$ cat src/rtl/gpu_pio.sv
// gpu_pio: parametrised Avalon-MM parallel I/O peripheral.
// Synchronises and debounces IN_WIDTH inputs, captures rising/falling edges
// under per-channel enables, raises a masked level interrupt, and drives
// OUT_WIDTH registered outputs with load / atomic set / atomic clear.
// Ports:
//   clk, reset          - system clock, asynchronous active-high reset
//   avs_address         - 3-bit word address
//   avs_read/avs_write  - bus strobes (may be asserted together)
//   avs_writedata       - 32-bit write data
//   avs_readdata        - 32-bit read data, valid the cycle after avs_read
//   irq                 - |(edge_capture & irq_mask)
//   in_port             - asynchronous external inputs
//   out_port            - registered outputs
module gpu_pio #(
  parameter int unsigned          IN_WIDTH        = 4,
  parameter int unsigned          OUT_WIDTH       = 7,
  parameter int unsigned          DEBOUNCE_CYCLES = 1,
  parameter logic [OUT_WIDTH-1:0] OUT_RESET       = '0
) (
  input  logic                 clk,
  input  logic                 reset,
  input  logic [2:0]           avs_address,
  input  logic                 avs_read,
  input  logic                 avs_write,
  input  logic [31:0]          avs_writedata,
  output logic [31:0]          avs_readdata,
  output logic                 irq,
  input  logic [IN_WIDTH-1:0]  in_port,
  output logic [OUT_WIDTH-1:0] out_port
);

  // A single-cycle debounce still needs a 1-bit counter to keep the types legal.
  localparam int unsigned    CNT_W   = (DEBOUNCE_CYCLES > 1) ? $clog2(DEBOUNCE_CYCLES) : 1;
  localparam logic [CNT_W-1:0] CNT_MAX = CNT_W'(DEBOUNCE_CYCLES - 1);

  localparam logic [2:0] A_DATA = 3'd0;
  localparam logic [2:0] A_OUT  = 3'd1;
  localparam logic [2:0] A_MASK = 3'd2;
  localparam logic [2:0] A_EDGE = 3'd3;
  localparam logic [2:0] A_SET  = 3'd4;
  localparam logic [2:0] A_CLR  = 3'd5;
  localparam logic [2:0] A_RISE = 3'd6;
  localparam logic [2:0] A_FALL = 3'd7;

  logic [IN_WIDTH-1:0]  s1, s2, deb, deb_q;
  logic [CNT_W-1:0]     cnt [IN_WIDTH];
  logic [IN_WIDTH-1:0]  irq_mask, edge_cap, rise_en, fall_en;
  logic [OUT_WIDTH-1:0] out_reg;

  logic [IN_WIDTH-1:0]  rise_ev, fall_ev, ec_clr, ec_next;
  logic [OUT_WIDTH-1:0] out_next;
  logic [31:0]          rd_mux;
  logic                 unused_wdata;

  // Writedata bits above both register widths are don't-care.
  assign unused_wdata = ^avs_writedata;

  // Events come from the registered debounced value and its one-cycle delay.
  assign rise_ev = deb & ~deb_q & rise_en;
  assign fall_ev = ~deb & deb_q & fall_en;

  // Next-state for output and capture registers, plus the read mux.
  always_comb begin
    out_next = out_reg;
    ec_clr   = '0;
    rd_mux   = '0;
    if (avs_write) begin
      case (avs_address)
        A_DATA, A_OUT: out_next = avs_writedata[OUT_WIDTH-1:0];
        A_SET:         out_next = out_reg | avs_writedata[OUT_WIDTH-1:0];
        A_CLR:         out_next = out_reg & ~avs_writedata[OUT_WIDTH-1:0];
        A_EDGE:        ec_clr   = avs_writedata[IN_WIDTH-1:0];
        default:       ;
      endcase
    end
    // New events override a same-cycle write-1-to-clear.
    ec_next = (edge_cap & ~ec_clr) | rise_ev | fall_ev;
    case (avs_address)
      A_DATA:  rd_mux = 32'(deb);
      A_OUT:   rd_mux = 32'(out_reg);
      A_MASK:  rd_mux = 32'(irq_mask);
      A_EDGE:  rd_mux = 32'(edge_cap);
      A_RISE:  rd_mux = 32'(rise_en);
      A_FALL:  rd_mux = 32'(fall_en);
      default: rd_mux = '0;
    endcase
  end

  // Input synchroniser and per-channel debounce.
  always_ff @(posedge clk or posedge reset) begin
    if (reset) begin
      s1    <= '0;
      s2    <= '0;
      deb   <= '0;
      deb_q <= '0;
      for (int i = 0; i < int'(IN_WIDTH); i++) cnt[i] <= '0;
    end else begin
      s1    <= in_port;
      s2    <= s1;
      deb_q <= deb;
      for (int i = 0; i < int'(IN_WIDTH); i++) begin
        if (s2[i] == deb[i]) begin
          cnt[i] <= '0;
        end else if (cnt[i] == CNT_MAX) begin
          deb[i] <= s2[i];
          cnt[i] <= '0;
        end else begin
          cnt[i] <= cnt[i] + CNT_W'(1);
        end
      end
    end
  end

  // Control/status registers and registered read data.
  always_ff @(posedge clk or posedge reset) begin
    if (reset) begin
      out_reg      <= OUT_RESET;
      irq_mask     <= '0;
      edge_cap     <= '0;
      rise_en      <= '0;
      fall_en      <= '0;
      avs_readdata <= '0;
    end else begin
      out_reg  <= out_next;
      edge_cap <= ec_next;
      if (avs_write) begin
        case (avs_address)
          A_MASK:  irq_mask <= avs_writedata[IN_WIDTH-1:0];
          A_RISE:  rise_en  <= avs_writedata[IN_WIDTH-1:0];
          A_FALL:  fall_en  <= avs_writedata[IN_WIDTH-1:0];
          default: ;
        endcase
      end
      // Read samples pre-write contents; readdata holds when not reading.
      if (avs_read) avs_readdata <= rd_mux;
    end
  end

  assign irq      = |(edge_cap & irq_mask);
  assign out_port = out_reg;

endmodule

$ cat config.mk
export PLATFORM = sky130hd
export DESIGN_NAME = gpu_pio
export DESIGN_NICKNAME = d
export VERILOG_FILES = /design/src/rtl/gpu_pio.sv
export SDC_FILE = /design/constraint.sdc
export NUM_CORES = 1
export LEC_CHECK = 0
export ABC_CLOCK_PERIOD_IN_PS = 1700
export CORE_MARGIN = 2
export CORE_UTILIZATION = 44
export DETAILED_ROUTE_END_ITERATION = 8
export HOLD_SLACK_MARGIN = 0.12
export PLACE_DENSITY = 0.76
export SYNTH_ARGS = -nofsm -noshare
export SYNTH_HDL_FRONTEND = slang
export SYNTH_SLANG_ARGS = --single-unit
$ cat constraint.sdc
create_clock -name clk -period 1.7 [get_ports clk]
set_input_delay 0.51 -clock clk [delete_from_list [all_inputs] [get_ports clk]]
set_output_delay 0.51 -clock clk [all_outputs]
set_load 0.02 [all_outputs]
==> Word level (Yosys, flattened, before mapping) <==
Cells that the tools add are included.
{ "word_totals": {"register_bits": 75, "out_inout_bits": 40} }
{ "op_classes": {"n_addsub": 4, "eq_ne": 11, "mux": 12, "bitwise_logic": 22, "n_reduce_logical": 12} }
{ "op_table": {"columns": ["operator", "n"], "rows": [
  ["one-hot mux 7 bit (6 select lines)", 1],
  ["bitwise AND 4 bit", 6],
  ["one-hot mux 7 bit (3 select lines)", 1],
  ["AND reduction 2 bit", 8],
  ["== test 3 bit (second input constant)", 4],
  ["NOT 4 bit", 3],
  ["two-way mux 1 bit", 8],
  ["two-way mux 4 bit", 2],
  ["NOT 1 bit", 8],
  ["OR 4 bit", 2],
  ["bitwise AND 7 bit", 1],
  ["NOT 7 bit", 1],
  ["OR 7 bit", 1],
  ["== test 3 x 2 -> 1 bit (second input constant)", 2],
  ["adder 1 bit (second input constant)", 4],
  ["== test 1 bit", 4],
  ["OR reduction 4 bit", 1],
  ["== test 3 x 1 -> 1 bit (second input constant)", 1],
  ["zero test 3 bit", 1],
  ["nonzero test 3 bit", 1],
  ["OR reduction 2 bit", 1]
]} }

==> Logic depth before layout (Yosys ltp) <==
{ "logic_depth": {"word_depth": 7, "depth_mapped": 6, "depth_no_buf": 3} }

==> Worst setup path after synthesis <==
OpenSTA, ideal clock, no wires.
{ "synth_timing": {"kind": "input port to flip-flop", "startpoint": "input port avs_address[2]", "endpoint": "register edge_cap[1]", "setup_time_ns": 0.134, "arrival_ns": 1.318, "t_required_ns": 1.566, "setup_slack_ns": 0.249, "path_stages": 6, "path_cell_list": "buf_6 > buf_6 > buf_6 > nand4b_1 > o21ai_0 > o211ai_1"} }
{ "synth_between": {"elab_chain_cells": 7} }
{ "synth_lines": {"columns": ["item", "line_no", "rtl"], "rows": [
  ["from (decl)", "22", "input logic [2:0] avs_address,"],
  ["== test 3 x 2 -> 1 bit", "68", "case (avs_address)"],
  ["two-way mux 4 bit", "68", null],
  ["two-way mux 4 bit", "67", "if (avs_write) begin"],
  ["NOT 4 bit", "77", "ec_next = (edge_cap & ~ec_clr) | rise_ev | fall_ev;"],
  ["bitwise AND 4 bit", "77", null],
  ["OR 4 bit (2 in a row)", "77", null],
  ["net ec_next[1]", "50", "logic [IN_WIDTH-1:0] rise_ev, fall_ev, ec_clr, ec_next;"],
  ["to (signal assigned)", "125", "edge_cap <= ec_next;"],
  ["to (decl)", "47", "logic [IN_WIDTH-1:0] irq_mask, edge_cap, rise_en, fall_en;"]
]} }
The timed path passes the listed nets, and every way through them passes these cells.
A chain may end at the register's enable or synchronous reset.

==> Worst setup path in the final report <==
{ "layout_timing": {"startpoint": "register irq_mask[3]", "endpoint": "output port irq"} }
{ "layout_between": {"elab_chain_cells": 2} }
{ "layout_lines": {"columns": ["item", "line_no", "rtl"], "rows": [
  ["from (decl)", "47", null],
  ["from (signal assigned)", "128", "A_MASK: irq_mask <= avs_writedata[IN_WIDTH-1:0];"],
  ["bitwise AND 4 bit", "139", "assign irq = |(edge_cap & irq_mask);"],
  ["OR reduction 4 bit", "139", null],
  ["to (decl)", "27", "output logic irq,"]
]} }
No other way between the ends.

==> out/qor.csv <==
stage,metric,value,unit
power_and_ir_drop,logic gate share of total power,24.2,%
worst_setup_path,startpoint class of the critical path,register,
worst_setup_path,Worst EP required,1.19,ns
floorplan,die width,74.22,um
worst_setup_path,CP Data Arrival Time,1.13,ns
timing,Final WS setup,0.05675,ns
yosys,synthesized cell area,0.002170,mm2
timing,Final Cycle Share,96.66,%
floorplan,die area,0.005509,mm2
power_and_ir_drop,P_int,1.880,mW
clock_network,cts-stage hold buffer count,0,
grt,Global Route Usage Sum,17.20,%
grt,vias in the first global route,1448,
place,Post-DP Area,0.002638,mm2
power_and_ir_drop,PwrDens,975.2,mW/mm2
floorplan,Core Box Area,0.004755,mm2
floorplan,Die Ht,74.22,um
power_and_ir_drop,Tot Pwr,2.694,mW
yosys,"FFs w/ async S/R, synth",100.0,%
layout,Finished Layout Cells,321,
timing,fmax,0.6086,GHz
clock_network,Skew-Pair Late Insertion Delay,0.30,ns
place,Port Buffer Count,32,
yosys,yosys warns,0,
timing,RSZ-0062 raised after global routing,false,
floorplan,num rows,25,
hold_path,HP Class,reg -> reg,
layout,"Design Area, Final",0.002763,mm2
power_and_ir_drop,Sw Pwr,0.8143,mW
detailed_routing,DR vias/cell,4.857,
outcome,run status,"finished, final reports clean",
clock_network,CTS tree,done,
floorplan,io pins,83,
yosys,"Top FF cell, synth",dfrtp_1,
power_and_ir_drop,switch share,30.22,%
worst_setup_path,WS Path Type,reg -> out,
power_and_ir_drop,Leakage,1.320,nW
detailed_routing,Routed Antenna Nets,0,
yosys,synthesized area per cell,11.13,um2
worst_setup_path,Worst setup EP type,output pin,
clock_network,CTS Buffer Depth,2,
place,Post-Place Cells,310,
grt,first-pass GRT wire length,6996,um
place,hpwl dp,3185,um
timing,clock skew,0.004355,ns
grt,antenna violations before repair,0,
power_and_ir_drop,Flop pwr share,50.3,%
detailed_routing,number of DRC markers in iteration 0,92,
layout,share of cells above drive strength 1,22.05,%
layout,Layout area overhead,27.34,%
worst_setup_path,Worst Path Max Fanout,2,
timing,Final setup viols,0,
detailed_routing,1st-pass router iterations,4,
place,final RePlAce weighted congestion,0.8294,
timing,Final Max Slew Viols,0,
place,Place WS,-0.3332,ns
grt,total grt overflow,0,
floorplan,Initial Util,45.63,%
grt,met1 Resource Use GR,24.38,%
detailed_routing,DRC,0,
clock_network,Root Driver,clkbuf_8,
power_and_ir_drop,clock share of power,25.6,%
worst_setup_path,Reg2Reg Setup Slack,0.45,ns
layout,Total Nets Final,296,
clock_network,"Reg clk slew, reported paths",0.08,ns
power_and_ir_drop,maximum VDD drop,0.6804,mV
layout,"Core Util, Final",58.11,%
yosys,post-synth cell types,35,
layout,fillcell total,441,
grt,met2 usage,25.20,%
detailed_routing,DR vias,1559,
yosys,post-synthesis sequential area ratio,53.06,%
clock_network,CTS Buf Count,5,
grt,maximum number of pins on one net before global-route repair,47,
timing,final hold vios,0,
timing,WHS,0.3530,ns
timing,Tmin final,1.643,ns
yosys,Yosys reg bits,46,
timing,total negative slack,0,ns
layout,n_diodes,0,
grt,grt peak-use layer,met2,
detailed_routing,routed length per instance,13.75,um
clock_network,H-tree depth,2,
clock_network,clock tree sinks,46,
yosys,Synth Instances,195,
yosys,Post-synth EDFFs,0,
grt,met3 usage,4.201,%
detailed_routing,WL final,4414,um
job,Max Cap Violations,0,
==> metal layers <==
| metal | vias to the layer above | share of wire (%) | wire (um) |
|---|---|---|---|
| met5 | - | 0 | 0 |
| met4 | 0 | 1.2 | 55 |
| met3 | 8 | 6.0 | 264 |
| met2 | 48 | 46 | 2011 |
| met1 | 753 | 47 | 2082 |
| li1 | 750 | - | - |
==> power groups by stage <==
stage | Clock (mW) | Sequential [mW] | Combinational (mW)
2_1_floorplan | 0 | 1.41 | 0.368
3_3_place_gp | 0 | 1.36 | 0.666
3_5_place_dp | 0 | 1.37 | 0.681
4_1_cts | 0.711 | 1.35 | 0.643
5_1_grt | 0.756 | 1.38 | 0.714
6_report | 0.689 | 1.35 | 0.651
==> final cells by class <==
class	instances	area, um2	area share, %
clock inverters	2	12.51	0.4529
well taps	67	83.83	3.034
flip-flops and latches	46	1151	41.67
multi-input cells	126	807.0	29.21
clock buffers	6	82.58	2.989
repair buffers	64	588.1	21.29
inverters	10	37.54	1.359
==> flip-flops by register name, indices dropped and copies added, names as in the netlist <==
name	count
avs_readdata	7
deb	4
deb_q	4
edge_cap	4
fall_en	4
irq_mask	4
out_port	7
rise_en	4
s1	4
s2	4
==> path summary, 6_finish.rpt <==
path	cells after the start	end	startpoint
setup / recovery	3	irq	irq_mask[3]$_DFFE_PP0P_
hold / removal	0	s2[3]$_DFF_PP0_	s1[3]$_DFF_PP0_
setup reg to reg	4	avs_readdata[1]$_DFFE_PP0P_	irq_mask[1]$_DFFE_PP0P_
hold reg to reg	0	s2[3]$_DFF_PP0_	s1[3]$_DFF_PP0_
max in group asynchronous	3	out_port[6]$_DFFE_PP0P_	reset
min in group asynchronous	3	s1[2]$_DFF_PP0_	reset
==> cell usage in the layout, fill, tap and decap left out, types with 7 or more instances in the layout <==
cell type / Yosys / final
conb_1: 1 / 25
mux2_2: 7 / 7
inv_1: 9 / 8
nand2_1: 20 / 20
dfrtp_1: 46 / 46
dlygate4sd2_1: 0 / 14
clkdlybuf4s50_1: 0 / 14
nor2_1: 7 / 7
a221o_1: 7 / 7
buf_4: 26 / 29
o21ai_0: 13 / 11
==> cell usage after synthesis (all sizes together), types with 2 or more instances <==
library cell  number  area, um2
nor2               7      26.28
nand2             20      75.07
a21bo              2      20.02
nand3              2      10.01
a22oi              2      15.01
nand3b             4      30.03
o211ai             6      45.04
nand4b             2      32.53
dfrtp             46       1151
clkbuf             5      18.77
o21ai             14      70.06
inv               10      37.53
a221o              7      70.07
a211o              2      17.52
o22ai              3      18.77
buf               32      250.2
a31oi              3      18.77
nor3b              2      15.01
mux2               7      78.83
a21boi             2      15.01
and3               6      37.54
mux2i              3      30.03
==> cell families after synthesis <==
group / after synthesis / synth area share [%]
simple gates: 47 / 12.40
buf+inv: 47 / 14.13
flops: 46 / 53.06
compound gates: 43 / 14.19
mux: 11 / 6.056
other cells: 1 / 0.1728
==> worst max-delay path, cell delays in order (launching register included) <==
cell	delay, ns
dfrtp_1	0.40
a22oi_2	0.20
nand2_1	0.08
buf_2	0.16
==> timing repair <==
item / in CTS / in global routing
resized for setup: 19 / 5
buffers inserted: 0 / 2
gates cloned: 0 / 1
setup endpoints to repair: 17 / 10
pin swaps: 1 / 3
Note: power is estimated with default switching activity, not from simulation.
